<file path="src/rtl/ifu_pkg.sv">
// ifu_pkg: shared FSM encoding and constants for the instruction-fetch stage
package ifu_pkg;
  typedef enum logic [1:0] {REQ, WAIT, HOLD} state_t;
  localparam logic [63:0] RESET_PC_DEF = 64'h8000_0000;
  localparam logic [31:0] INST_NOP = 32'h0000_0013;
  localparam int PC_STEP = 4;
endpackage

</file>
<file path="src/rtl/ifu_skid_buf.sv">
// ifu_skid_buf: single-entry {pc, inst} holding register with load, unload and flush
module ifu_skid_buf
  import ifu_pkg::*;
#(
  parameter int PC_WIDTH = 64,
  parameter int INST_WIDTH = 32
) (
  input  logic                  clk,
  input  logic                  rst_n,
  input  logic                  load,
  input  logic                  unload,
  input  logic                  flush,
  input  logic [PC_WIDTH-1:0]   in_pc,
  input  logic [INST_WIDTH-1:0] in_inst,
  output logic                  valid,
  output logic [PC_WIDTH-1:0]   out_pc,
  output logic [INST_WIDTH-1:0] out_inst
);
  logic                  valid_q, valid_d;
  logic [PC_WIDTH-1:0]   pc_q, pc_d;
  logic [INST_WIDTH-1:0] inst_q, inst_d;
  always_comb begin
    valid_d = !flush & (load | (valid_q & !unload));
    pc_d = load ? in_pc : pc_q;
    inst_d = load ? in_inst : inst_q;
  end
  always_ff @(posedge clk or negedge rst_n) begin
    if (!rst_n) begin
      valid_q <= 1'b0;
      pc_q <= '0;
      inst_q <= INST_WIDTH'(INST_NOP);
    end else begin
      valid_q <= valid_d;
      pc_q <= pc_d;
      inst_q <= inst_d;
    end
  end
  assign valid = valid_q;
  assign out_pc = pc_q;
  assign out_inst = inst_q;
endmodule

</file>
<file path="src/rtl/ifu_fetch.sv">
// ifu_fetch: fetch PC, one-outstanding imem request FSM, skid entry and IF/ID register
module ifu_fetch
  import ifu_pkg::*;
#(
  parameter int PC_WIDTH = 64,
  parameter int INST_WIDTH = 32,
  parameter logic [PC_WIDTH-1:0] RESET_PC = PC_WIDTH'(RESET_PC_DEF)
) (
  input  logic                  clk,
  input  logic                  rst_n,
  input  logic                  stall_from_id,
  input  logic                  redirect_valid,
  input  logic [PC_WIDTH-1:0]   redirect_pc,
  output logic                  imem_req_valid,
  output logic [PC_WIDTH-1:0]   imem_req_addr,
  input  logic                  imem_req_ready,
  input  logic                  imem_resp_valid,
  input  logic [INST_WIDTH-1:0] imem_resp_data,
  output logic                  id_valid,
  output logic [PC_WIDTH-1:0]   id_pc,
  output logic [INST_WIDTH-1:0] id_inst
);
  state_t                state_q, state_d;
  logic [PC_WIDTH-1:0]   pc_q, pc_d;
  logic                  drop_q, drop_d;
  logic                  id_valid_q, id_valid_d;
  logic [PC_WIDTH-1:0]   id_pc_q, id_pc_d;
  logic [INST_WIDTH-1:0] id_inst_q, id_inst_d;
  logic                  consume, resp, discard, load_resp, load_skid, unload, hs;
  logic                  skid_valid;
  logic [PC_WIDTH-1:0]   skid_pc;
  logic [INST_WIDTH-1:0] skid_inst;
  always_comb begin
    consume = id_valid_q & !stall_from_id;
    resp = (state_q == WAIT) & imem_resp_valid;
    discard = resp & (drop_q | redirect_valid);
    load_resp = resp & !discard & (!id_valid_q | consume);
    load_skid = resp & !discard & id_valid_q & !consume;
    unload = (state_q == HOLD) & skid_valid & consume & !redirect_valid;
    imem_req_valid = (state_q == REQ) & !redirect_valid;
    imem_req_addr = pc_q;
    hs = imem_req_valid & imem_req_ready;
    pc_d = redirect_valid ? redirect_pc : hs ? pc_q + PC_WIDTH'(PC_STEP) : pc_q;
    drop_d = (state_q == WAIT) & !resp & (redirect_valid | drop_q);
    state_d = (state_q == REQ)  ? (hs ? WAIT : REQ) :
              (state_q == WAIT) ? (!resp ? WAIT : (discard | load_resp) ? REQ : HOLD) :
              (redirect_valid | unload) ? REQ : HOLD;
    id_valid_d = !redirect_valid & (load_resp | unload | (id_valid_q & !consume));
    id_pc_d = load_resp ? pc_q - PC_WIDTH'(PC_STEP) : unload ? skid_pc : id_pc_q;
    id_inst_d = load_resp ? imem_resp_data : unload ? skid_inst : id_inst_q;
  end
  ifu_skid_buf #(.PC_WIDTH(PC_WIDTH), .INST_WIDTH(INST_WIDTH)) u_skid (
    .clk(clk),
    .rst_n(rst_n),
    .load(load_skid),
    .unload(unload),
    .flush(redirect_valid),
    .in_pc(pc_q - PC_WIDTH'(PC_STEP)),
    .in_inst(imem_resp_data),
    .valid(skid_valid),
    .out_pc(skid_pc),
    .out_inst(skid_inst)
  );
  always_ff @(posedge clk or negedge rst_n) begin
    if (!rst_n) begin
      state_q <= REQ;
      pc_q <= RESET_PC;
      drop_q <= 1'b0;
      id_valid_q <= 1'b0;
      id_pc_q <= '0;
      id_inst_q <= INST_WIDTH'(INST_NOP);
    end else begin
      state_q <= state_d;
      pc_q <= pc_d;
      drop_q <= drop_d;
      id_valid_q <= id_valid_d;
      id_pc_q <= id_pc_d;
      id_inst_q <= id_inst_d;
    end
  end
  assign id_valid = id_valid_q;
  assign id_pc = id_pc_q;
  assign id_inst = id_inst_q;
endmodule

</file>
<file path="config.mk">
export PLATFORM = sky130hd
export DESIGN_NAME = ifu_fetch
export DESIGN_NICKNAME = d
export VERILOG_FILES = /design/src/rtl/ifu_pkg.sv /design/src/rtl/ifu_skid_buf.sv /design/src/rtl/ifu_fetch.sv
export SDC_FILE = /design/constraint.sdc
export NUM_CORES = 1
export LEC_CHECK = 0
export BUFFER_PORTS_ARGS = -buffer_cell sky130_fd_sc_hd__buf_4
export CAP_MARGIN = 20
export CORE_ASPECT_RATIO = 1.4
export CORE_MARGIN = 5
export CORE_UTILIZATION = 55
export DETAILED_ROUTE_END_ITERATION = 12
export GPL_TIMING_DRIVEN = 0
export PLACE_DENSITY = 0.85
export SLEW_MARGIN = 10
export SYNTH_ARGS = -nofsm -noshare
export SYNTH_HDL_FRONTEND = slang
export SYNTH_SLANG_ARGS = --single-unit
</file>
<file path="constraint.sdc">
create_clock -name clk -period 8.2 [get_ports clk]
set_clock_uncertainty 0.15 [all_clocks]
set_input_delay 1.64 -clock clk [delete_from_list [all_inputs] [get_ports clk]]
set_output_delay 1.64 -clock clk [all_outputs]
set_load 0.005 [all_outputs]
</file>
# After elaboration in Yosys (flattened, before gate mapping)
# Cells that the tools add are included.
# totals
output_inout_bits,162
reg_bits,261
wordCells,60
in_bits,102
# classes
add_sub_neg,2
n_eq_ne,2
mux,12
bitwise_logic,25
n_reduce_logical,10
# op_table
operator,n
$mux W64,4
$add A64 B3 Y64 const B,1
$mux W32,2
$sub A64 B3 Y64 const B,1
$and A1 B1 Y1,18
$mux W2,5
$logic_not A1 Y1,7
$or A1 B1 Y1,7
$reduce_bool A2 Y1,2
$eq A2 B1 Y1 const B,1
$eq A2 B2 Y1 const B,1
$logic_not A2 Y1,1
$mux W1,1

# Longest topological paths before layout
# Gate-level depths: netlist (run 1).
# depth
depth_word,11
ltp_mapped,9
depth_no_buf,8

# Hierarchy
# A second synthesis (run 1) with hierarchy kept.
# unflattened
cells_unflattened,1330
area_unflattened_um2,13324.0
# modules_own_cells
mod,instances,cells_each,area_per_inst_um2,seq_area_each_um2
ifu_fetch,1,1123,9601.7,4108.9
ifu_skid_buf,1,207,3722.3,2431.1

# Least setup slack after synthesis (run 1)
# Ideal clock, no wire load.
# synth_timing
path_type,input port to output port
startpoint,input port redirect_valid
endpoint,output port imem_req_valid
path_buffers,3
required_ns,6.410
arrival_ns,2.557
path_slack_ns,3.853
cell_stages,4
path_cell_list,clkbuf_1 > clkbuf_1 > clkbuf_1 > nor3_1
# synth_between
elab_chain_len,2
# synth_rtl
element,line,rtl
from (decl),ifu_fetch.sv:12,"input logic redirect_valid,"
$logic_not A1 Y1,ifu_fetch.sv:40,imem_req_valid = (state_q == REQ) & !redirect_valid;
$and A1 B1 Y1,ifu_fetch.sv:40,
to (decl),ifu_fetch.sv:14,"output logic imem_req_valid,"
# Every way passes these cells.

# Final worst setup path (run 1)
# Same ends and word-level chain as after synthesis.

==> out/summary.txt, run 1 <==
Status = complete, no violations
Peak VDD IR = 0.169 mV
Worst EP arrival = 3.98 ns
Fin util = 0.704
Slew Limit Fails = 0
Antenna-violating nets left = 0
Crit path capture type = output pin
First-iteration detailed-routing DRC count = 920
Simple-gate share of the synthesized area = 0.186
Yosys top cell by area = dfrtp_1
Detail Placement HPWL = 28700 um
Hold WC Path Type = reg -> reg
Worst-skew pair later-pin latency = 0.53 ns
Vias in the first global route = 11588
Post-Synth XOR/XNOR Area = 0.0841
Register area share after synthesis = 0.523
Placed Cells = 1860
Initial core utilization = 0.557
Final period util = 0.703
Non-filler cells, final = 1909
Top post-synthesis cells by area = dfrtp_1 (51%), nand2_1 (6.9%), o21ai_0 (6.8%)
Full die area = 25900 sq um
CTS clock-pin slew for the worst setup and hold paths = 0.06 ns
Final setup violation count = 0
Leakage Power = 7.15 nW
Grt total ovfl = 0
Synthesized cell area = 12500 sq um
GRT Resource Usage Total = 0.294
Slowest cell on crit path = clkbuf_1
WL per Instance = 20.5 um
Flop-to-flop setup slack = 4.24 ns
TritonCTS Buffers = 26
Async S/R FF share, synth = 1.00
CTS tree = done
Drt total wl = 39100 um
Fmax = 173 MHz
Crit Path Class = in -> out
CTS sink count = 261
EDFF count, synth = 0
Compound-Gate Fraction of Synth Area = 0.130
Number of max-cap violations = 0
CTS Buffer Depth = 3
Placed Area = 14900 sq um
Element type at the critical path start = input port
PD cells = 229 nW/um^2
Slew @ Worst Pin = 1.02 ns
RePlAce Congestion = 0.972
Via Count = 11326
Final-report hold violation count = 0
Final-stage net count = 1691
Area Growth Syn to Fin = 26.3%
Mapped Cells = 1294
Worst r2r src = imem_req_addr[5]$_DFFE_PN0N_
Core area = 22400 sq um
Initial antenna violation count = 1
Post-Synth Adder-Cell Area = 0.00200
Setup repair bufs after CTS = 0
Synth top area share = 0.508
Total Power = 3.63 mW
CP peak stage delay = 0.77 ns
Io pins = 264
Synthesized flop and latch total = 261
Hold Crit Depth = 2
Largest net degree at the start of global routing = 104
Worst EP required = 6.41 ns
Cts repair resizes = 0
Largest family of logic cells by synthesized area = simple AND/OR/NAND/NOR gates
Setup_tns = 0 ns
H-tree depth = 1
RSZ-0062 raised after global routing = false
Layout cells sized above 1 = 0.233
Hold_buf cts = 0
R2R depth = 8
Vias/cell = 5.93
Worst slew margin = 0.316
Worst-path fanout max = 10
Port bufs = 263
Final Instance Area = 15800 sq um
Syn Nets = 1398
Synth cell types = 48
Hold_sp = id_inst[0]$_DFFE_PN1P_
Reg2reg end = u_skid.out_pc[62]$_DFFE_PN0P_
CP cell instances = buf_4 -> clkbuf_1 -> clkbuf_1 -> clkbuf_1 -> nor3_1 -> buf_4
Mapped Avg Cell Area = 9.66 sq um
First-pass GRT wire length = 60200 um
Cell mode on critical path = clkbuf_1
Period minus WS final = 5.77 ns
Die Wd = 137 um
DRT Pass-1 Iters = 5
CTS Root Cell = clkbuf_16
Hold path endpoint = id_inst[0]$_DFFE_PN1P_
Mux contribution to synthesized area = 0.0385
Row cnt = 65
Detailed-route DRC error count = 0
Top FF cell, synth = dfrtp_1
Die Span Y = 188 um
Synth warnings = 0
-- cells in the final DEF, fill, tap and decap left out, types with 3 or more instances in the layout --
| cell type | Yosys | layout |
|---|---|---|
| inv_1 | 8 | 8 |
| a211oi_1 | 3 | 3 |
| dfrtp_1 | 254 | 254 |
| nand3b_1 | 5 | 5 |
| clkbuf_16 | 0 | 27 |
| o21ai_1 | 5 | 5 |
| buf_4 | 2 | 264 |
| clkbuf_8 | 0 | 5 |
| xor2_1 | 68 | 68 |
| nor4_4 | 4 | 4 |
| nand4_1 | 23 | 23 |
| xnor2_1 | 52 | 52 |
| o21ai_0 | 169 | 169 |
| clkinv_2 | 0 | 4 |
| nand4b_1 | 10 | 10 |
| buf_1 | 3 | 3 |
| nand3_1 | 45 | 45 |
| nor3_2 | 3 | 3 |
| clkbuf_1 | 94 | 102 |
| and3_1 | 30 | 30 |
| mux2_2 | 41 | 41 |
| or4_1 | 5 | 5 |
| a221o_1 | 6 | 6 |
| dfstp_2 | 7 | 7 |
| nor3_1 | 34 | 34 |
| nand2_1 | 231 | 231 |
| nor2_1 | 48 | 48 |
| a22oi_1 | 73 | 73 |
| buf_2 | 4 | 4 |
| nor4_1 | 20 | 19 |
| a21oi_1 | 17 | 17 |
| or2_2 | 3 | 3 |
-- how the worst max path moves through the flow --
stage                         from        endpoint  slack [ns]  cells after the start
floorplan           redirect_valid  imem_req_valid        3.85                      4
global placement    redirect_valid  imem_req_valid        2.48                      6
detailed placement  redirect_valid  imem_req_valid        2.55                      6
CTS                 redirect_valid  imem_req_valid        2.54                      6
global route        redirect_valid  imem_req_valid        2.44                      6
finish              redirect_valid  imem_req_valid        2.43                      6
-- cell usage after synthesis, types with 2 or more instances --
cell type	number
and4_1	2
nand4b_1	10
a21oi_1	17
nand3b_1	5
nand3_1	45
dfstp_2	7
nor4_1	20
xnor2_1	52
nor4_4	4
ha_1	2
nor3b_1	2
buf_4	2
or4_1	5
dfrtp_1	254
o21ai_0	169
and2_1	2
buf_2	4
clkbuf_1	94
nand2_1	231
nor2_1	48
buf_6	2
mux2i_1	2
inv_1	8
nor3_2	3
a211oi_1	3
nor2b_1	2
nand4_1	23
or2_2	3
a221o_1	6
nand4_2	2
a22oi_1	73
xor2_1	68
o21ai_1	5
and3_1	30
buf_1	3
mux2_2	41
nor3_1	34
-- report_power, final --
group / leakage (nW) / internal (mW) / total [mW] / switching (mW)
clock: 0.426 / 0.713 / 1.22 / 0.503
sequential: 3.37 / 1.49 / 1.65 / 0.158
combinational: 3.36 / 0.403 / 0.758 / 0.355
total: 7.15 / 2.61 / 3.63 / 1.02
-- worst max-delay path: cells and delay by family --
| kind | cells | cell delay [ns] |
|---|---|---|
| buf+inv | 5 | 2.13 |
| simple gates | 1 | 0.19 |
-- state kept, by name, summed over array words and instances (netlist names) --
register / cells
imem_req_addr: 64
id_pc: 64
u_skid.out_inst: 32
u_skid.valid: 1
id_valid: 1
u_skid.out_pc: 64
id_inst: 32
drop_q: 1
state_q: 2
-- logic make-up (layout without fill, tap and decap cells) --
group                      Yosys count  after routing
DFF                                261            261
other                                0              1
adders and majority gates            2              2
muxes                               43             43
xor gates and xnor gates           120            120
and+or+nand+nor                    477            477
AOI/OAI and AO/OA                  278            278
buffers and inverters              113            426
-- through the flow --
stage	setup slack (ns)	hold slack (ns)
after CTS	2.54	0.313
after global routing	2.44	0.325
after floorplan	3.85	0.298
final	2.43	0.315
after global placement	2.48	0.299
after detailed placement	2.55	0.303
-- area by class of cell --
| cell class | count | area (sq um) |
|---|---|---|
| multi-input cells | 920 | 5520 |
| fillers | 1731 | 6650 |
| clock inverters | 8 | 96.3 |
| diodes | 1 | 2.50 |
| flip-flops and latches | 261 | 6540 |
| plain buffers | 105 | 422 |
| inverters | 8 | 30.0 |
| clock buffers | 40 | 774 |
| repair buffers | 265 | 2040 |
| well taps | 301 | 377 |
-- metal layers --
metal	GRT usage	wire, um	vias to the layer above
met5	0	0	-
met4	0.128	1690	0
met3	0.0481	3170	127
met2	0.509	20000	549
met1	0.357	14300	5540
li1	-	-	5110
Note: power is estimated with default switching activity, not from simulation.
==> run 2, diff against run 1 <==
Settings changed: CORE_UTILIZATION 55 to 50, PLACE_DENSITY 0.85 to 0.82.
Clock period 8.2 ns to 5.3 ns, I/O delays scaled along.
==> run 2 against run 1 <==
  * Die area grew 9.4%
  * Non-clock buffer count grew 1
  * Total power grew 58%
  * Highest routed layer unchanged
  * Critical endpoint unchanged
  * Worst setup slack lost 1.7 ns
  * Largest power group unchanged
==> out/summary.txt, run 2 (synthesis results as in run 1) <==
Status = complete, no violations
Psw = 1.60 mW (+57%)
Placed Area = 14900 sq um (+0.11%)
GRT met1 Usage = 0.338 (-0.0190)
Hold slack final = 0.311 ns (-0.00337 ns)
GRT Resource Usage Total = 0.271 (-0.0233)
First-iteration detailed-routing DRC count = 849 (-7.7%)
Final setup violation count = 0 (unchanged)
CP peak stage delay = 0.74 ns (-0.03 ns)
Grt total ovfl = 0 (unchanged)
Period minus WS final = 4.53 ns
Detail Placement HPWL = 29100 um (+1.7%)
Worst-path fanout max = 10 (unchanged)
Hold_buf cts = 0 (unchanged)
R2R depth = 8 (unchanged)
Crit path capture type = output pin
Hold_sp = id_inst[4]$_DFFE_PN1P_
Dpl ws = 0.806 ns (-1.74 ns)
Final period util = 0.855
Worst-skew pair later-pin latency = 0.53 ns (about the same)
P_int = 4.14 mW (+59%)
Worst slew margin = 0.312 (-0.00465)
DRT Pass-1 Iters = 8 (+3)
Vias in the first global route = 11302 (-2.5%)
Global route hottest layer = met2
Final-report hold violation count = 0 (unchanged)
WL per Instance = 20.4 um (-0.50%)
Cts repair resizes = 0 (unchanged)
Hold Crit Depth = 2 (unchanged)
Slowest cell on crit path = clkbuf_1
Met3 layer usage reported by global route = 0.0407 (-0.00739)
Clock share of power = 0.350 (+0.014)
PD cells = 361 nW/um^2 (+57%)
Layout cells sized above 1 = 0.236 (+0.00344)
TritonCTS Buffers = 27 (+3.8%)
Vias/cell = 5.84 (-1.5%)
Full die area = 28300 sq um (+9.4%)
Via Count = 11246 (-0.71%)
H-tree depth = 1 (unchanged)
Combinational Power Share = 0.205 (-0.004)
RSZ-0062 raised after global routing = false
Worst r2r src = imem_req_addr[5]$_DFFE_PN0N_
Antenna-violating nets left = 0 (unchanged)
Filler instances = 2023 (+17%)
Flop-to-flop setup slack = 1.33 ns (-2.91 ns)
CTS sink count = 261 (unchanged)
Worst EP required = 4.09 ns (-2.32 ns)
Reg2reg end = u_skid.out_pc[62]$_DFFE_PN0P_
Final Instance Area = 15900 sq um (+0.57%)
CTS tree = done
CTS Root Cell = clkbuf_16
Fmax = 221 MHz
Slew Limit Fails = 0 (unchanged)
Detailed-route DRC error count = 0 (unchanged)
Port bufs = 263 (unchanged)
First-pass GRT wire length = 61000 um (+1.2%)
Slew @ Worst Pin = 1.03 ns (+0.00695 ns)
Core area = 24700 sq um (+9.9%)
CTS Buffer Depth = 3 (unchanged)
RePlAce Congestion = 0.914 (-6.0%)
Worst setup margin = 0.767 ns (-1.67 ns)
Row cnt = 68 (+4.6%)
Area Growth Syn to Fin = 27.1%
WP buf/inv = 5 (unchanged)
Drt total wl = 39300 um (+0.33%)
CTS clock-pin slew for the worst setup and hold paths = 0.06 ns (about the same)
CP cell instances = buf_4 -> clkbuf_1 -> clkbuf_1 -> clkbuf_1 -> nor3_1 -> buf_4
Io pins = 264 (unchanged)
Met2 Resource Use GR = 0.463 (-0.0468)
Largest net degree at the start of global routing = 102 (-1.9%)
Switch share = 0.279 (-0.00193)
Setup repair bufs after CTS = 0 (unchanged)
Sequential Power Share = 0.445 (-0.010)
Leakage Power = 7.20 nW (+0.59%)
Fin util = 0.644 (-0.0599)
Setup_tns = 0 ns (unchanged)
Hold path endpoint = id_inst[4]$_DFFE_PN1P_
Die Span Y = 197 um (+4.6%)
Initial core utilization = 0.507 (-0.0503)
Register area = 6540 sq um (unchanged)
Top cell family by delay on the critical path = buffers and inverters
Area of the multi-input gates = 5510 sq um (-0.11%)
Crit Path Class = in -> out
Most frequent cells in the layout = buf_4 (264), dfrtp_1 (254), nand2_1 (231)
Number of max-cap violations = 0 (unchanged)
Die Wd = 144 um (+4.5%)
Peak VDD IR = 0.270 mV (+59%)
Final-stage net count = 1693 (+0.12%)
Worst EP arrival = 3.32 ns (-0.66 ns)
Cell mode on critical path = clkbuf_1
Element type at the critical path start = input port
Most common cell after layout, fill and taps aside = buf_4
Hold WC Path Type = reg -> reg
Initial antenna violation count = 1 (unchanged)
## run 2: cell type report
type,instances,share of cell area
Inverter,8,0.00189
Multi-Input combinational cell,920,0.347
Antenna cell,1,0.000158
Timing Repair Buffer,266,0.129
Clock buffer,35,0.0476
Buffer,105,0.0265
Clock inverter,14,0.0119
Tap cell,315,0.0248
Sequential cell,261,0.412
## run 2: per-layer routing
metal / vias to the layer above / share of wire
met5: - / 0
li1: 5116 / -
met3: 120 / 0.075
met1: 5493 / 0.38
met4: 0 / 0.051
met2: 517 / 0.50
## run 2: worst reg2reg max path, cell delays in order, from the launching register on
cell and delay [ns]:
dfrtp_1 0.38, clkbuf_1 0.21, nor3_1 0.50, nand4b_1 0.45
nor2_1 0.92, clkbuf_1 0.57, nand4_1 0.20, xnor2_1 0.31
o21ai_0 0.14
## run 2: how the worst max path moves through the flow
| stage | start | end | slack (ns) | depth (start not counted) |
|---|---|---|---|---|
| 2_1_floorplan | redirect_valid | imem_req_addr[58]$_DFFE_PN0N_ | 2.09 | 8 |
| 3_3_place_gp | redirect_valid | imem_req_valid | 0.83 | 6 |
| 3_5_place_dp | redirect_valid | imem_req_valid | 0.81 | 6 |
| 4_1_cts | redirect_valid | imem_req_valid | 0.80 | 6 |
| 5_1_grt | redirect_valid | imem_req_valid | 0.72 | 6 |
| 6_report | redirect_valid | imem_req_valid | 0.77 | 6 |
## run 2: per-stage QoR
step	power, mW	cells
2_1_floorplan	3.00	1294
3_3_place_gp	3.71	1872
3_5_place_dp	3.76	1875
4_1_cts	5.77	1924
5_1_grt	5.99	1925
6_report	5.73	1925
## run 2: power groups by stage
| stage | clock network [mW] | logic (mW) | registers [mW] |
|---|---|---|---|
| global route | 2.11 | 1.30 | 2.58 |
| finish | 2.01 | 1.17 | 2.55 |
| detailed placement | 0 | 1.18 | 2.58 |
| CTS | 2.03 | 1.19 | 2.55 |
| floorplan | 0 | 0.462 | 2.54 |
| global placement | 0 | 1.14 | 2.57 |
==> run 3, diff against run 2 <==
Settings changed: CELL_PAD_IN_SITES_DETAIL_PLACEMENT set to 0, CELL_PAD_IN_SITES_GLOBAL_PLACEMENT set to 1, CORE_UTILIZATION 50 to 38.
==> run 3 against run 2 <==
  * Global-route usage is 5.5 points lower
  * Core utilization is 15 points lower
  * Sequential cell count stayed put
  * Count of clock-buffer cells in the layout is 2 lower
  * Worst setup slack worse by 0.0068 ns
  * Hold slack better by 0.0036 ns
  * Sequential power hardly changed
  * Via count is 4.6% lower
  * Non-clock buffer count stayed put
  * Final cell count is 6.4% higher
  * Critical path depth stayed put
  * Critical path type unchanged
  * Largest power group unchanged
==> out/summary.txt, run 3 (synthesis results as in run 1) <==
Slew @ Worst Pin = 1.03 ns (+0.0000519 ns)
TritonCTS Buffers = 27 (unchanged)
Combinational Power Share = 0.201 (-0.004)
Slew Limit Fails = 0 (unchanged)
Io pins = 264 (unchanged)
Final setup violation count = 0 (unchanged)
Psw = 1.61 mW (+0.72%)
P_int = 4.25 mW (+2.6%)
Sequential Power Share = 0.435 (-0.010)
Worst-skew pair later-pin latency = 0.54 ns (about the same)
Placed Area = 15100 sq um (+1.1%)
Area Growth Syn to Fin = 28.9%
Placed Cells = 2000 (+6.7%)
First-iteration detailed-routing DRC count = 701 (-17%)
Final-stage net count = 1693 (unchanged)
WL per Instance = 19.5 um (-4.4%)
Via Count = 10729 (-4.6%)
Crit Path Class = in -> out
Number of max-cap violations = 0 (unchanged)
Vias/cell = 5.24 (-10%)
Detail Placement HPWL = 30400 um (+4.2%)
Largest net degree at the start of global routing = 99 (-2.9%)
Worst EP arrival = 3.33 ns (about the same)
Final-report hold violation count = 0 (unchanged)
Ant. Diodes = 0 (-1)
Setup_tns = 0 ns (unchanged)
Hold WC Path Type = reg -> reg
Hold_buf cts = 0 (unchanged)
DRT Pass-1 Iters = 6 (-2)
Switch share = 0.275 (-0.00376)
Period minus WS final = 4.54 ns (+0.00676 ns)
Drt total wl = 40000 um (+1.8%)
Fmax = 220 MHz (-0.15%)
Peak VDD IR = 0.195 mV (-28%)
Die Span Y = 225 um (+14%)
Status = complete, no violations
First-pass GRT wire length = 62900 um (+3.1%)
Initial antenna violation count = 0 (-1)
RSZ-0062 raised after global routing = false
CTS tree = done
H-tree depth = 1 (unchanged)
GRT Resource Usage Total = 0.216 (-0.0547)
Cts repair resizes = 0 (unchanged)
Core area = 32500 sq um (+32%)
Final Instance Area = 16100 sq um (+1.4%)
Hold slack final = 0.315 ns (+0.00361 ns)
Row cnt = 78 (+15%)
Full die area = 36700 sq um (+30%)
Setup repair bufs after CTS = 0 (unchanged)
Non-filler cells, final = 2049 (+6.4%)
Worst slew margin = 0.313 (+0.00102)
CTS Root Cell = clkbuf_16
Die Wd = 163 um (+14%)
Most frequent cells in the layout = buf_4 (264), dfrtp_1 (254), nand2_1 (231)
Layout cells sized above 1 = 0.238 (+0.00186)
Initial core utilization = 0.385 (-0.122)
Detailed-route DRC error count = 0 (unchanged)
RePlAce Congestion = 0.900 (-1.5%)
PD cells = 363 nW/um^2 (+0.66%)
CTS Buffer Depth = 3 (unchanged)
Total Power = 5.85 mW (+2.1%)
Port bufs = 263 (unchanged)
Final period util = 0.857 (+0.00128)
CTS clock-pin slew for the worst setup and hold paths = 0.06 ns (about the same)
Element type at the critical path start = input port
Leakage Power = 7.22 nW (+0.34%)
Crit path capture type = output pin
Vias in the first global route = 10963 (-3.0%)
Most common cell after layout, fill and taps aside = buf_4
Antenna-violating nets left = 0 (unchanged)
Worst-path fanout max = 10 (unchanged)
Grt total ovfl = 0 (unchanged)
CTS sink count = 261 (unchanged)
Clock share of power = 0.364 (+0.014)
Worst EP required = 4.09 ns (about the same)
[run 3: final timing paths]
kind                                                   start                        endpoint  slack [ns]  cells after the start
worst max-delay path                          redirect_valid                  imem_req_valid        0.76                      6
worst min-delay path                  id_inst[1]$_DFFE_PN1P_          id_inst[1]$_DFFE_PN1P_        0.31                      2
worst max register to register  imem_req_addr[5]$_DFFE_PN0N_   u_skid.out_pc[62]$_DFFE_PN0P_        1.34                      8
worst min register to register        id_inst[1]$_DFFE_PN1P_          id_inst[1]$_DFFE_PN1P_        0.31                      2
max in group asynchronous                              rst_n  u_skid.out_inst[1]$_DFFE_PN1P_        3.70                      2
min in group asynchronous                              rst_n   imem_req_addr[23]$_DFFE_PN0N_        0.34                      1
[run 3: area by class of cell]
class / instances / area, sq um
inverters: 8 / 30.0
well taps: 440 / 551
clock buffers: 33 / 758
repair buffers: 266 / 2050
multi-input cells: 920 / 5510
clock inverters: 16 / 255
fillers: 3077 / 16400
plain buffers: 105 / 422
flip-flops and latches: 261 / 6540
[run 3: metrics by stage]
step / utilization / worst slack, ns
after floorplan: - / 2.09
after global placement: 0.462 / 0.666
after detailed placement: 0.465 / 0.712
after CTS: 0.496 / 0.705
after global routing: 0.496 / 0.603
final: 0.496 / 0.760
[run 3: per-layer routing]
layer	share of wire	routed length, um	vias up	track usage
li1	-	-	5102	-
met1	0.41	16300	5223	0.276
met2	0.50	20000	332	0.373
met3	0.054	2160	72	0.0313
met4	0.037	1470	0	0.0763
met5	0	0	-	0
[run 3: critical path, stage by stage]
cell and delay, ns:
buf_4 0.10, clkbuf_1 0.49, clkbuf_1 0.69, clkbuf_1 0.57
nor3_1 0.21, buf_4 0.19
[run 3: power groups by stage]
stage | Combinational, mW | Clock, mW | Sequential, mW
CTS | 1.20 | 2.18 | 2.54
global route | 1.31 | 2.26 | 2.58
floorplan | 0.462 | 0 | 2.54
detailed placement | 1.20 | 0 | 2.58
global placement | 1.17 | 0 | 2.57
finish | 1.18 | 2.13 | 2.54
